$ cat src/rtl/wrapper_io_pkg.sv
// Shared types and sizing helpers for the wrapper_io_serdes slice.
package wrapper_io_pkg;

  typedef enum logic [1:0] {FILL, APPLY, WAIT, DRAIN} state_t;

  localparam int VEC_COUNT_W = 16;

  function automatic int ceil_div(input int a, input int b);
    return (a + b - 1) / b;
  endfunction

  // Width of a counter that indexes 0..n-1, never narrower than one bit.
  function automatic int cnt_w(input int n);
    return (n <= 1) ? 1 : $clog2(n);
  endfunction

endpackage

$ cat src/rtl/wrapper_io_shift_out.sv
// Output serializer: loads the captured outp vector and emits it LS chunk first.
// WRAP_IO_CHECKSUM_EN appends an XOR-of-chunks word after the data chunks.
module wrapper_io_shift_out
  import wrapper_io_pkg::*;
#(
  parameter int OUT_W   = 32,
  parameter int CHUNK_W = 16
) (
  input  logic               clk,
  input  logic               reset,
  input  logic               load,
  input  logic [OUT_W-1:0]   load_data,
  input  logic               m_ready,
  output logic               m_valid,
  output logic [CHUNK_W-1:0] m_data,
  output logic               done
);

  localparam int NOUT = ceil_div(OUT_W, CHUNK_W);
`ifdef WRAP_IO_CHECKSUM_EN
  localparam int NCH  = NOUT + 1;
`else
  localparam int NCH  = NOUT;
`endif
  localparam int SW   = NOUT * CHUNK_W;
  localparam int IW   = cnt_w(NCH);

  logic [SW-1:0]      ext;
  logic [SW-1:0]      sreg;
  logic [IW-1:0]      idx;
  logic [CHUNK_W-1:0] nxt_chunk;
  logic               adv;
  logic               last;

  // Pad bits above OUT_W read as zero in the final data chunk.
  always_comb begin
    ext            = '0;
    ext[OUT_W-1:0] = load_data;
  end

  assign adv  = m_valid && m_ready;
  assign last = (idx == IW'(NCH - 1));
  assign done = adv && last;

`ifdef WRAP_IO_CHECKSUM_EN
  logic [CHUNK_W-1:0] csum;

  function automatic logic [CHUNK_W-1:0] xor_chunks(input logic [SW-1:0] v);
    logic [CHUNK_W-1:0] acc;
    acc = '0;
    for (int i = 0; i < NOUT; i++) acc ^= v[i*CHUNK_W +: CHUNK_W];
    return acc;
  endfunction

  always_ff @(posedge clk or negedge reset) begin
    if (!reset)    csum <= '0;
    else if (load) csum <= xor_chunks(ext);
  end

  assign nxt_chunk = (idx == IW'(NOUT - 1)) ? csum : sreg[CHUNK_W-1:0];
`else
  assign nxt_chunk = sreg[CHUNK_W-1:0];
`endif

  always_ff @(posedge clk or negedge reset) begin
    if (!reset) begin
      m_valid <= 1'b0;
      m_data  <= '0;
      sreg    <= '0;
      idx     <= '0;
    end else if (load) begin
      m_valid <= 1'b1;
      m_data  <= ext[CHUNK_W-1:0];
      sreg    <= ext >> CHUNK_W;
      idx     <= '0;
    end else if (adv) begin
      if (last) begin
        m_valid <= 1'b0;
        m_data  <= '0;
      end else begin
        idx    <= idx + 1'b1;
        m_data <= nxt_chunk;
        sreg   <= sreg >> CHUNK_W;
      end
    end
  end

endmodule

$ cat src/rtl/wrapper_io_serdes.sv
// Pin-limited I/O front end: deserialize inp, wait LAT cycles, serialize outp.
// Optional WRAP_IO_CHECKSUM_EN adds a checksum chunk to each output vector.
module wrapper_io_serdes
  import wrapper_io_pkg::*;
#(
  parameter int IN_W    = 256,
  parameter int OUT_W   = 32,
  parameter int CHUNK_W = 16,
  parameter int LAT     = 4
) (
  input  logic                   clk,
  input  logic                   reset,
  input  logic                   s_valid,
  output logic                   s_ready,
  input  logic [CHUNK_W-1:0]     s_data,
  output logic [IN_W-1:0]        inp_bus,
  output logic                   inp_load,
  input  logic [OUT_W-1:0]       outp_bus,
  output logic                   m_valid,
  input  logic                   m_ready,
  output logic [CHUNK_W-1:0]     m_data,
  output logic [VEC_COUNT_W-1:0] vec_count
);

  localparam int NIN = ceil_div(IN_W, CHUNK_W);
  localparam int SHW = NIN * CHUNK_W;
  localparam int CIW = cnt_w(NIN);
  localparam int LW  = cnt_w(LAT);

  state_t         state;
  state_t         nxt;
  logic [SHW-1:0] shadow;
  logic [CIW-1:0] cnt;
  logic [LW-1:0]  lat_cnt;
  logic           accept;
  logic           apply;
  logic           capture;
  logic           last_in;
  logic           lat_done;
  logic           done;

  assign last_in  = (cnt == CIW'(NIN - 1));
  assign lat_done = (lat_cnt == LW'(LAT - 1));

  always_ff @(posedge clk or negedge reset) begin
    if (!reset) state <= FILL;
    else        state <= nxt;
  end

  always_comb begin
    nxt = state;
    case (state)
      FILL:    if (accept && last_in) nxt = APPLY;
      APPLY:   nxt = WAIT;
      WAIT:    if (lat_done) nxt = DRAIN;
      DRAIN:   if (done) nxt = FILL;
      default: nxt = FILL;
    endcase
  end

  always_comb begin
    accept  = 1'b0;
    apply   = 1'b0;
    capture = 1'b0;
    case (state)
      FILL:    accept  = s_valid && s_ready;
      APPLY:   apply   = 1'b1;
      WAIT:    capture = lat_done;
      default: ;
    endcase
  end

  // s_ready tracks the upcoming state so it rises one edge after reset release.
  always_ff @(posedge clk or negedge reset) begin
    if (!reset) begin
      s_ready  <= 1'b0;
      inp_load <= 1'b0;
    end else begin
      s_ready  <= (nxt == FILL);
      inp_load <= apply;
    end
  end

  // Input assembly: slot cnt of the shadow vector, LS chunk first.
  always_ff @(posedge clk or negedge reset) begin
    if (!reset) begin
      shadow <= '0;
      cnt    <= '0;
    end else if (accept) begin
      shadow[cnt*CHUNK_W +: CHUNK_W] <= s_data;
      cnt <= last_in ? '0 : cnt + 1'b1;
    end
  end

  always_ff @(posedge clk or negedge reset) begin
    if (!reset)     inp_bus <= '0;
    else if (apply) inp_bus <= shadow[IN_W-1:0];
  end

  always_ff @(posedge clk or negedge reset) begin
    if (!reset)                         lat_cnt <= '0;
    else if (state == WAIT && !lat_done) lat_cnt <= lat_cnt + 1'b1;
    else                                lat_cnt <= '0;
  end

  always_ff @(posedge clk or negedge reset) begin
    if (!reset)    vec_count <= '0;
    else if (done) vec_count <= vec_count + 1'b1;
  end

  wrapper_io_shift_out #(
    .OUT_W   (OUT_W),
    .CHUNK_W (CHUNK_W)
  ) u_shift_out (
    .clk       (clk),
    .reset     (reset),
    .load      (capture),
    .load_data (outp_bus),
    .m_ready   (m_ready),
    .m_valid   (m_valid),
    .m_data    (m_data),
    .done      (done)
  );

endmodule

$ cat config.mk
export PLATFORM = sky130hd
export DESIGN_NAME = wrapper_io_serdes
export DESIGN_NICKNAME = d
export VERILOG_FILES = /design/src/rtl/wrapper_io_pkg.sv /design/src/rtl/wrapper_io_shift_out.sv /design/src/rtl/wrapper_io_serdes.sv
export SDC_FILE = /design/constraint.sdc
export NUM_CORES = 1
export LEC_CHECK = 0
export CAP_MARGIN = 20
export CORE_MARGIN = 1
export CORE_UTILIZATION = 33
export DETAILED_ROUTE_END_ITERATION = 12
export GPL_TIMING_DRIVEN = 0
export HOLD_SLACK_MARGIN = 0.06
export SLEW_MARGIN = 10
export SYNTH_ARGS = -nofsm -noshare
export SYNTH_HDL_FRONTEND = slang
export SYNTH_HIERARCHICAL = 1
export SYNTH_SLANG_ARGS = --single-unit
$ cat constraint.sdc
create_clock -name clk -period 10.6 [get_ports clk]
set_clock_uncertainty 0.15 [all_clocks]
set_input_delay 1.59 -clock clk [delete_from_list [all_inputs] [get_ports clk]]
set_output_delay 1.59 -clock clk [all_outputs]
set_load 0.02 [all_outputs]
**Word level (Yosys, flattened, before mapping)**

Index checks and enable logic that the tools add are counted.

- Register bits: 588
- Input bits: 52
- Logic and storage cells: 59

- $add $sub $neg: 5
- Equality and inequality tests: 6
- Shift-type cells: 2
- Mux-type cells: 22
- Reduce and logical (&&, ||, !) cells: 12

Operators with widths:

| operator | number |
|---|---|
| $bwmux W256 | 1 |
| $shift A16 B34 Y256 const A | 1 |
| $shiftx A16 B34 Y256 | 1 |
| $mux W32 | 3 |
| $mux W16 | 3 |
| $neg A8 Y34 | 1 |
| $add A16 B1 Y16 const B | 1 |
| $mux W1 | 9 |
| $mux W2 | 4 |
| $pmux W2 S4 | 1 |
| $eq A2 B2 Y1 const B | 3 |
| $logic_and A1 B1 Y1 | 5 |
| $add A4 B1 Y4 const B | 1 |
| $eq A4 B4 Y1 const B | 1 |
| $logic_not A2 Y1 | 2 |
| $mux W4 | 1 |
| $reduce_and A2 Y1 | 2 |
| $reduce_bool A2 Y1 | 2 |
| $add A2 B1 Y2 const B | 1 |
| $eq A2 B1 Y1 const B | 1 |
| $ne A2 B2 Y1 const B | 1 |
| $add A1 B1 Y1 const B | 1 |
| $logic_not A1 Y1 | 1 |

**Longest topological paths before layout**

Gate-level depths: netlist of the first run.

- Depth after elaboration: 6
- Gate-level depth with buffers: 12
- Mapped depth without buffers: 6

**Hierarchy**

The synthesis of the first run kept the hierarchy.

By module, submodules not included:

| module | times used | cells an instance | area each (um^2) |
|---|---|---|---|
| wrapper_io_serdes | 1 | 2,051 | 21,170.3 |
| wrapper_io_shift_out | 1 | 132 | 1,455.1 |

**Worst setup path after synthesis of the first run**

OpenSTA, ideal clock, no wires.

- Kind: flip-flop to flip-flop
- Start point: register cnt[0]
- End point: register shadow[38]
- Arrival: 3.134 ns
- Data required time: 10.325 ns
- Slack: 7.191 ns
- Stages on the path, launching flop included: 13
- Buffers on the path: 6
- Period minus slack after synthesis: 3.409 ns
- Path through: dfrtp_1 buf_2 buf_1 clkbuf_1 inv_1 ha_1 buf_2 nand2b_4 a2111oi_4 and3_1 buf_4 buf_4 mux2_2

- Cells in the longest elaborated chain, start to end: 3
- Elaborated cells between the ends (all ways): 4
- Those cells by class: add/sub: 1; shift: 2; mux: 1

RTL lines:

| what | line | RTL |
|---|---|---|
| start: declaration | wrapper_io_serdes.sv:33 | `logic [CIW-1:0] cnt;` |
| start signal: assignment | wrapper_io_serdes.sv:91 | `cnt <= last_in ? '0 : cnt + 1'b1;` |
| $neg A8 Y34 (*) | wrapper_io_serdes.sv:90 | `shadow[cnt*CHUNK_W +: CHUNK_W] <= s_data;` |
| $shiftx A16 B34 Y256 / $shift A16 B34 Y256 (equally long branches) | wrapper_io_serdes.sv:90 |  |
| $bwmux W256 (*) | wrapper_io_serdes.sv:90 |  |
| end signal: indexed assignment | wrapper_io_serdes.sv:90 |  |
| end: declaration | wrapper_io_serdes.sv:32 | `logic [SHW-1:0] shadow;` |

Mark *: on every way between the ends. The rest lies on a longest branch, timed or not.
A chain may end at the register's enable or synchronous reset.

**Worst setup path after layout of the first run**

- Start point: register cnt[0]
- End point: register shadow[138]

The elaborated chain is that of the path after synthesis.

==> results of run 1 <==
## cells by family (layout without fill, tap and decap cells)
kind of cell / Yosys count / count (layout) / share of synthesized area, %
and+or+nand+nor: 985 / 985 / 17.9
DFF: 572 / 572 / 63.3
AOI/OAI and AO/OA: 242 / 242 / 7.03
buffers and inverters: 214 / 675 / 3.88
muxes: 145 / 145 / 6.77
xor gates and xnor gates: 18 / 18 / 0.780
adders and majority gates: 7 / 7 / 0.387
## through the flow
stage	setup WS, ns	std cells
finish	6.46	3517
global route	6.18	3517
CTS	6.44	3516
detailed placement	6.47	3404
global placement	-16.78	3398
floorplan	7.19	2183
## layout make-up
type	count	area, um^2	share of cell area, %
flip-flops and latches	572	14300	48.4
multi-input cells	1397	7430	25.1
repair buffers	349	3600	12.2
clock buffers	86	1740	5.89
well taps	873	1090	3.69
plain buffers	127	551	1.86
clock inverters	26	508	1.72
inverters	87	327	1.10
## cells in the final DEF (no fill, tap or decap), types with 3 or more instances in the layout
master | netlist | final
clkinv_2 | 0 | 6
and3_1 | 3 | 3
nand3_1 | 25 | 25
nand2_1 | 837 | 837
bufinv_16 | 0 | 13
o21ai_0 | 99 | 99
clkbuf_1 | 88 | 101
buf_4 | 10 | 10
nor3_1 | 5 | 5
mux2_2 | 65 | 65
dfrtp_1 | 572 | 572
clkdlybuf4s50_1 | 0 | 341
and2_1 | 33 | 33
o21ai_1 | 16 | 16
ha_1 | 7 | 7
clkinvlp_4 | 0 | 4
mux2i_1 | 80 | 80
and3b_1 | 3 | 3
inv_1 | 86 | 86
nand4_1 | 7 | 7
clkbuf_8 | 0 | 12
buf_16 | 0 | 6
a21oi_1 | 5 | 5
nand2b_1 | 19 | 19
xor2_1 | 10 | 10
clkbuf_16 | 0 | 61
or2_2 | 3 | 3
a221o_1 | 16 | 16
xnor2_1 | 7 | 7
buf_1 | 10 | 10
nor2_1 | 31 | 31
o2111ai_1 | 4 | 4
o31ai_1 | 96 | 96
nor4_4 | 3 | 3
buf_2 | 17 | 18
## path summary, 6_finish.rpt
check,end,slack (ns),cells past startpoint
worst max-delay path,shadow[138],6.46,10
worst min-delay path,lat_cnt[0],0.28,1
worst max register to register,shadow[138],6.46,10
worst min register to register,lat_cnt[0],0.28,1
max in group asynchronous,inp_bus[11],7.78,4
min in group asynchronous,inp_bus[47],0.74,1
## sequential cells by signal (all words and copies together), names as in the netlist
signal,count
state,2
inp_bus,256
cnt,4
lat_cnt,2
u_shift_out/m_valid,1
u_shift_out/sreg,16
s_ready,1
inp_load,1
u_shift_out/m_data,16
shadow,256
vec_count,16
u_shift_out/idx,1
## per-layer routing
metal	track usage (%)	vias up
li1	-	7889
met1	26.4	8592
met2	32.5	432
met3	4.48	108
met4	6.18	2
met5	0	-
## report_power, final
group | leakage [nW] | internal, mW | switching [mW] | total [mW]
Sequential | 7.33 | 2.52 | 0.216 | 2.73
Combinational | 6.34 | 0.705 | 1.32 | 2.02
Clock | 1.09 | 1.46 | 0.911 | 2.37
==> flow_summary.toml, run 1 <==
[synth]
synth-seq-cells = 572
synth_edf_count = 0
synthArstFlopShare_pct = 100
synth_top_area_share_pct = 63.3
ys_seq_area_share_pct = 63.3
ys_top_cells_by_area = "dfrtp_1 63%, nand2_1 14%, mux2i_1 3.5%"
syn_inst = 2183
syn_nets = 2242
ys_warn_count = 6
yosys-top-cells-count = "837 x nand2_1, 572 x dfrtp_1, 99 x o21ai_0"
yosysUniqueCellTypes = 50
yosysMostFrequentCell = "nand2_1"
syn_area_per_cell_um2 = 10.4
syn-cell-area_um2 = 22600
synth.largest_area_cell = "dfrtp_1"
ys.flop_type = "dfrtp_1"

[run_status]
status = "completed"

[critical_path]
cp_cell_sequence = "buf_2, buf_1, clkbuf_1, inv_1, ha_1, clkbuf_1, nor2_1, nand3_2, buf_4, mux2i_1"
crit_slowest_cell = "nor2_1"
crit_type = "reg -> reg"
slowest_delay_ns = 0.67
cp-startpoint = "cnt[0]"
critPathTopFamily = "buffers and inverters"
cp-end-kind = "flip-flop"
crit_path_frequent_cell = "clkbuf_1"
cp_num_buf_inv = 6
critPathMaxFanout = 10
critPathArrivalTime_ns = 4.49
timing.rr.start = "cnt[0]"
cp-start-kind = "flip-flop"
cp.required_ns = 10.96

[floorplanning]
die_w_um = 264
die_area_um2 = 69600
die-height_um = 264
pin_count = 343
core_area_um2 = 67500
floorplan.initialDensity_pct = 33.5
num_rows = 95

[timing]
maxClockFrequency_mhz = 242
rsz0062_at_grt = "false"
worstMarginPinSlew_ns = 0.937
slew_headroom_pct = 37.5
final-hold-violation-count = 0
setup_violations = 0
slew_violations = 0
period_needed_ns = 4.14
finalCritPeriodShare_pct = 39.0
tns_ns = 0
holdWs_ns = 0.283

[grt]
grt_remaining_overflow = 0
grt_pass1_wl_um = 107000
grt_max_degree = 106
antenna_found_initial = 1
grt_usage_pct = 20.0
grt_pass1_vias = 17700

[drt]
top_layer_used = "met5"
route.detailed.drc = 0
drtIter0Drc = 1279
met1_length_um = 30300
vias = 17000
wl_met3_um = 4190
wl_met2_um = 32900
wl_per_cell_um = 19.7
routed_wl_um = 69400
routed_via_density = 4.84
ant_nets = 0
firstDrtPassIters = 5

[cells_and_area]
fin_nets = 2653
area_delta_synth_final_pct = 30.7
final_util_pct = 43.8
nFillCells = 6361
finalInstanceArea_um2 = 29600
drive_gt1_share_pct = 8.17
antennaDiodeCount = 0

[clock_network]
clock_sinks = 572
cts_made_buffers = 60
cts_buffer_depth = 3
post_cts_resized = 0
clkSlewWorstSetupHoldPaths_ns = 0.07
clock-root-buffer = "clkbuf_16"
clk_latency_ns = 0.65
cts_setup_buffers = 0
htree_num_levels = 2
cts_tree = "done"
postCtsHoldBufs = 0

[hold_path]
hp-class = "reg -> reg"
min_from = "lat_cnt[0]"

[power]
ir_drop_v = 0.000166
power.density_nw_per_um2 = 241
p_leak_nw = 14.8
power.total_mw = 7.13

[placement]
placed_area_um2 = 27300
gp_congestion = 0.842
io_buffer_count = 342
dpl.hpwl_um = 49100

[job]
cap_viol_max_count = 0
Note: power is estimated with default switching activity, not from simulation.
==> inputs of run 2 (changes only) <==
clock period = 3.92 ns   (was 10.6 ns; I/O delays follow)
==> run 2 against run 1 <==
  * First-iteration DRC count decreased by 7.2%
  * Routed wire length about the same
  * Worst setup slack worse by 6.2 ns
  * Core utilization barely moved
  * Die area is the same
  * Register-to-register slack worse by 6.2 ns
  * Combinational power grew to 2.7 times the previous value
  * Cell area about the same
  * Critical path depth is 2 higher
  * Critical path type unchanged
  * Largest cell class unchanged
==> flow_summary.toml, run 2 (same netlist as run 1, synthesis figures left out) <==
[placement]
dpl.hpwl_um = 49100
post-place-ws_ns = -0.206
gp_congestion = 0.842
io_buffer_count = 342
placed_area_um2 = 27300

[grt]
grt_usage_pct = 20.0
grt_max_degree = 106
antenna_found_initial = 1
grt_pass1_wl_um = 107000
grt_remaining_overflow = 0
grt_pass1_vias = 17700

[drt]
vias = 17000
routed_via_density = 4.84
route.detailed.drc = 0
drtIter0Drc = 1187
firstDrtPassIters = 7
routed_wl_um = 69400
ant_nets = 0
wl_per_cell_um = 19.7

[critical_path]
crit_type = "reg -> reg"
crit_slowest_cell = "a2111oi_4"
critPathArrivalTime_ns = 4.04
cp_cell_sequence = "buf_2, buf_2, clkbuf_2, inv_1, ha_1, buf_2, nand2b_4, a2111oi_4, and3_1, buf_4, buf_4, mux2_2"
cp.required_ns = 4.28
crit_path_frequent_cell = "buf_2"
critPathMaxFanout = 10
slowest_delay_ns = 0.51
cp-start-kind = "flip-flop"
cp-end-kind = "flip-flop"

[floorplanning]
core_area_um2 = 67500
die_w_um = 264
num_rows = 95
floorplan.initialDensity_pct = 33.5
die_area_um2 = 69600
pin_count = 343
die-height_um = 264

[clock_network]
clock-root-buffer = "clkbuf_16"
cts_buffer_depth = 3
htree_num_levels = 2
clkSlewWorstSetupHoldPaths_ns = 0.07
cts_made_buffers = 60
clk_latency_ns = 0.65
cts_tree = "done"
clock_sinks = 572

[timing]
slew_headroom_pct = 37.2
holdWs_ns = 0.283
finalCritPeriodShare_pct = 93.9
worstMarginPinSlew_ns = 0.943
final-hold-violation-count = 0
slew_violations = 0
timing.final.ws_setup_ns = 0.240
maxClockFrequency_mhz = 272
rsz0062_at_grt = "false"
setup_violations = 0
period_needed_ns = 3.68
tns_ns = 0

[cells_and_area]
finalInstanceArea_um2 = 29600
final_util_pct = 43.8
nFillCells = 6360
final_common_cell = "nand2_1"
final_cell_mix = "837 x nand2_1, 572 x dfrtp_1, 341 x clkdlybuf4s50_1"
fin_nets = 2654
antennaDiodeCount = 0
reg.largest.list = "inp_bus (256), shadow (256)"
drive_gt1_share_pct = 8.39
area_delta_synth_final_pct = 30.8

[job]
cap_viol_max_count = 0

[power]
p_leak_nw = 14.8
ir_drop_v = 0.000449
power.density_nw_per_um2 = 651

[hold_path]
hp-class = "reg -> reg"

[run_status]
status = "completed"
## run 2: routing by layer
layer | up-vias | wire (um) | global-route usage [%]
met5 | - | 7 | 0
met4 | 2 | 2030 | 6.18
met3 | 109 | 4380 | 4.48
met2 | 462 | 32800 | 32.5
met1 | 8569 | 30100 | 26.4
li1 | 7896 | - | -
## run 2: worst paths after layout
check / to / slack [ns] / cells after the start / startpoint
setup / recovery: shadow[47] / 0.24 / 12 / cnt[0]
hold / removal: lat_cnt[0] / 0.28 / 1 / lat_cnt[0]
setup reg to reg: shadow[47] / 0.24 / 12 / cnt[0]
hold reg to reg: lat_cnt[0] / 0.28 / 1 / lat_cnt[0]
max in group asynchronous: vec_count[11] / 1.54 / 5 / reset
min in group asynchronous: inp_bus[47] / 0.33 / 2 / reset
## run 2: area by class of cell
type,instances,area [um^2],share of cell area (%)
clock inverter,26,508,1.72
multi-input combinational,1397,7450,25.2
inverter,87,327,1.10
timing repair buffer,350,3610,12.2
clock buffer,86,1740,5.88
sequential,572,14300,48.4
buffer,127,554,1.87
tap,873,1090,3.69
## run 2: stage by stage
stage	cells	power [mW]
2_1_floorplan	2183	10.3
3_3_place_gp	3398	12.8
3_5_place_dp	3404	13.0
4_1_cts	3517	19.4
5_1_grt	3518	20.2
6_report	3518	19.3
## run 2: critical path: cells and delay by family (launching register included)
kind	cells	cell delay [ns]
flops	1	0.41
buf+inv	7	1.48
compound gates	1	0.51
mux	1	0.36
simple gates	2	0.40
fa+ha+maj	1	0.21
## run 2: power breakdown
part	internal (mW)	switching [mW]	total, mW
Combinational	1.91	3.57	5.48
Clock	3.95	2.46	6.40
Sequential	6.81	0.582	7.39
## run 2: what timing repair did
item / 4_1_cts / 5_1_grt
setup buffers: 0 / 1
endpoints found under the setup margin: 66 / 111
gates resized for setup: 3 / 5
hold endpoints to repair: 58 / 0
pin swaps: 0 / 1
cloned: 0 / 0
hold buffers: 1 / 0
==> inputs of run 3 (changes only) <==
CORE_UTILIZATION = 26   (was 33)
SLEW_MARGIN = 20   (was 10)
==> run 3 against run 2 <==
  * Power rose by 1.2%
  * Final cell count rose by 8.1%
  * Non-clock buffer count rose by 2
  * Clock power rose by 2%
  * Hold slack got worse by 0.0017 ns
  * Critical endpoint is now shadow[108]
  * Highest routed layer is now met4
==> flow_summary.toml, run 3 (same netlist as run 1, synthesis figures left out) <==
[run_status]
status = "completed"

[clock_network]
clock_sinks = 572
clock-root-buffer = "clkbuf_16"
cts_buffer_depth = 3
htree_num_levels = 3
clkSlewWorstSetupHoldPaths_ns = 0.06
cts_made_buffers = 67
cts_tree = "done"
clk_latency_ns = 0.61

[power]
power.total_mw = 19.5
ir_drop_v = 0.000406
p_leak_nw = 14.8
power.density_nw_per_um2 = 649

[cells_and_area]
final_cells = 3803
area_delta_synth_final_pct = 32.9
reg.largest.list = "inp_bus (256), shadow (256)"
nFillCells = 8644
fin_nets = 2663
final_util_pct = 35.1
final_cell_mix = "837 x nand2_1, 572 x dfrtp_1, 341 x clkdlybuf4s50_1"
final_common_cell = "nand2_1"
drive_gt1_share_pct = 8.88

[timing]
holdWs_ns = 0.281
final-hold-violation-count = 0
worstMarginPinSlew_ns = 1.10
period_needed_ns = 3.68
slew_violations = 0
slew_headroom_pct = 26.9
maxClockFrequency_mhz = 272
tns_ns = 0
setup_violations = 0
finalCritPeriodShare_pct = 93.8

[grt]
grt_pass1_wl_um = 111000
grt_max_degree = 97
grt_usage_pct = 16.7
grt_pass1_vias = 17000
antenna_found_initial = 1
grt_remaining_overflow = 0

[floorplanning]
pin_count = 343
die_w_um = 297
core_area_um2 = 85700
floorplan.initialDensity_pct = 26.4
num_rows = 107
die_area_um2 = 88200
die-height_um = 297

[placement]
dpl.hpwl_um = 51700
gp_congestion = 0.803
dp.cells = 3675
io_buffer_count = 342

[drt]
vias = 16800
wl_per_cell_um = 19.5
drtIter0Drc = 1011
route.detailed.drc = 0
ant_nets = 0
routed_via_density = 4.43
firstDrtPassIters = 5
routed_wl_um = 74200

[critical_path]
crit_slowest_cell = "nor4_4"
critPathArrivalTime_ns = 4.05
cp-start-kind = "flip-flop"
cp.required_ns = 4.30
critPathTopFamily = "buffers and inverters"
cp_num_buf_inv = 6
critPathMaxFanout = 10
cp-end-kind = "flip-flop"
crit_type = "reg -> reg"
slowest_delay_ns = 0.51
cp_cell_sequence = "buf_2, clkbuf_2, clkbuf_2, inv_1, ha_1, clkbuf_1, nand2_1, nor4_4, clkbuf_1, nand2_1, mux2i_1"

[job]
cap_viol_max_count = 0

[hold_path]
hp-class = "reg -> reg"
## run 3: per-layer routing
layer / GRT usage [%] / part of all wire (%)
met3: 3.96 / 5.9
met5: 0 / 0
met1: 22.4 / 45
met2: 26.7 / 47
met4: 5.13 / 2.4
## run 3: final timing paths
kind / startpoint / end / slack (ns) / cells after the start
setup reg to reg: cnt[0] / shadow[108] / 0.24 / 11
setup / recovery: cnt[0] / shadow[108] / 0.24 / 11
max in group asynchronous: reset / inp_bus[132] / 1.53 / 5
hold reg to reg: lat_cnt[0] / lat_cnt[0] / 0.28 / 1
min in group asynchronous: reset / inp_bus[173] / 0.42 / 2
hold / removal: lat_cnt[0] / lat_cnt[0] / 0.28 / 1
## run 3: layout make-up
type / instances / area (um^2) / area share, %
flip-flops and latches: 572 / 14300 / 47.6
clock buffers: 92 / 1910 / 6.36
inverters: 87 / 327 / 1.09
well taps: 1144 / 1430 / 4.76
multi-input cells: 1397 / 7460 / 24.8
clock inverters: 30 / 403 / 1.34
plain buffers: 127 / 554 / 1.84
repair buffers: 352 / 3650 / 12.1
diodes: 2 / 5.00 / 0.0167
## run 3: through the flow
stage               cell area, um^2  setup slack [ns]
floorplan                     22600             0.511
global placement              27500            -24.48
detailed placement            27700            -0.248
CTS                           30000           0.00433
global route                  30100          -0.00281
finish                        30100             0.243
## run 3: timing repair
item / CTS / global route
pin swaps: 1 / 2
buffers inserted: 2 / 1
hold endpoints to repair: 69 / 0
endpoints found under the setup margin: 52 / 201
hold buffers: 1 / 0
gates resized for setup: 3 / 6
## run 3: report_power, final
group	switching (mW)	internal (mW)
combinational	3.68	1.93
sequential	0.567	6.81
clock	2.65	3.87
==> RTL change (settings of run 3) <==
Add a define of `WRAP_IO_CHECKSUM_EN`.
--- a/src/rtl/wrapper_io_shift_out.sv
+++ b/src/rtl/wrapper_io_shift_out.sv
@@ -1,4 +1,6 @@
 // Output serializer: loads the captured outp vector and emits it LS chunk first.
 // WRAP_IO_CHECKSUM_EN appends an XOR-of-chunks word after the data chunks.
+`define WRAP_IO_CHECKSUM_EN
+
 module wrapper_io_shift_out
   import wrapper_io_pkg::*;
Function: same outputs for any inputs over 4 cycles, from zero or initial values and one cycle with reset low; that may be too few to reach the edited logic, so the function may still have changed.
==> RTL change against run 3 <==
Critical path type unchanged; sequential cell count is 17 higher; area after synthesis is 3.5% higher; cell area is 2.8% higher; setup slack worse by 0.0045 ns; largest cell class unchanged; via count is 3.2% higher; sequential share of layout area is 0.089 points higher; power is 0.41% lower; wire length is 2.8% higher; combinational power is 4.8% lower.
==> RTL change: results (changes against run 3) <==
[yosys]
syn_nets = 2306  ; +2.9%
synthDistinctLibCells = 54  ; +8.0%
synthTopCellsByArea = dfrtp_1 (63%), nand2_1 (13%), mux2i_1 (4.1%), mux2_2 (3.1%), o31ai_1 (3.1%)

[route]
wl_met3_um = 3480  ; -21%
dr.first_iter.drc_count = 1159  ; +15%
wl_met2_um = 35900  ; +3.1%

[global_routing]
antenna_found_initial = 0  ; -1
grt_pass1_wl_um = 113000  ; +1.6%
grt_max_degree = 98  ; +1.0%
track_usage_pct = 16.6  ; -0.13 points

[placed_design]
dpl.hpwl_um = 53300  ; +3.1%

[cells_and_area]
antenna_cells = 0  ; -2
num-fill-cells = 8920  ; +3.2%
area_share_nonclk_buffers_pct = 13.7  ; -0.28 points
clkCellAreaFrac_pct = 7.47  ; -0.23 points
nets = 2730  ; +2.5%
post_route_cells_drive_above_1_share_pct = 9.11  ; +0.23 points
seq_cells = 589  ; +3.0%
multi_input_area_um2 = 7820  ; +4.8%
nNonClkInverters = 89  ; +2.3%

[power]
internal_power_mw = 12.8  ; +1.6%
powerComb_mw = 5.34  ; -4.8%

[run_status]
outcome = finished, final reports clean

[critical_path]
arrival_ns = 4.01  ; -0.04 ns
r2r_end = shadow[38]

[timing]
whs_ns = 0.281  ; -0.000247 ns

## RTL change: routing by layer
layer  track usage [%]  vias up
met2              26.7      391
met3              2.82      105
met4              5.69        0
met5                 0        -
li1                  -     8186
met1              22.6     8706
## RTL change: timing repair
item / 4_1_cts / 5_1_grt
hold buffers: 1 / 0
resized for setup: 3 / 11
pin swaps: 1 / 0
endpoints found under the hold margin: 37 / 0
setup buffers: 2 / 2
setup endpoints to repair: 54 / 159
## RTL change: logic make-up (layout without fill, tap and decap cells)
logic type	Yosys count	count (layout)	synth area share, %
AND/OR/NAND/NOR	956	956	16.5
buffers and inverters	219	696	3.87
multiplexers	161	161	7.23
adder cells (fa/ha/maj)	10	10	0.534
AO/OA/AOI/OAI	274	274	7.59
XOR/XNOR	35	35	1.39
flip-flops	589	589	62.9
## RTL change: how the worst max path moves through the flow
stage,to,cells past startpoint
finish,shadow[38],12
CTS,shadow[38],12
detailed placement,shadow[135],10
global placement,u_shift_out/m_data[10],1
global route,shadow[231],11
floorplan,shadow[38],12
## RTL change: stage by stage
step | cells | utilization, % | instance area (um^2)
final | 3886 | 34.8 | 30900
after global routing | 3886 | 34.8 | 30900
after CTS | 3885 | 34.7 | 30900
after detailed placement | 3758 | 32.1 | 28500
after global placement | 3751 | 31.9 | 28300
after floorplan | 2244 | - | 23400
## RTL change: worst max-delay path: stages, from the launching register on
cell and delay, ns:
dfrtp_1 0.40, buf_2 0.31, clkbuf_2 0.29, clkbuf_2 0.24, inv_1 0.11, ha_1 0.20
buf_2 0.20, nand2b_4 0.18, a2111oi_4 0.50, and3_1 0.23, buf_4 0.16, buf_4 0.22
mux2_2 0.36
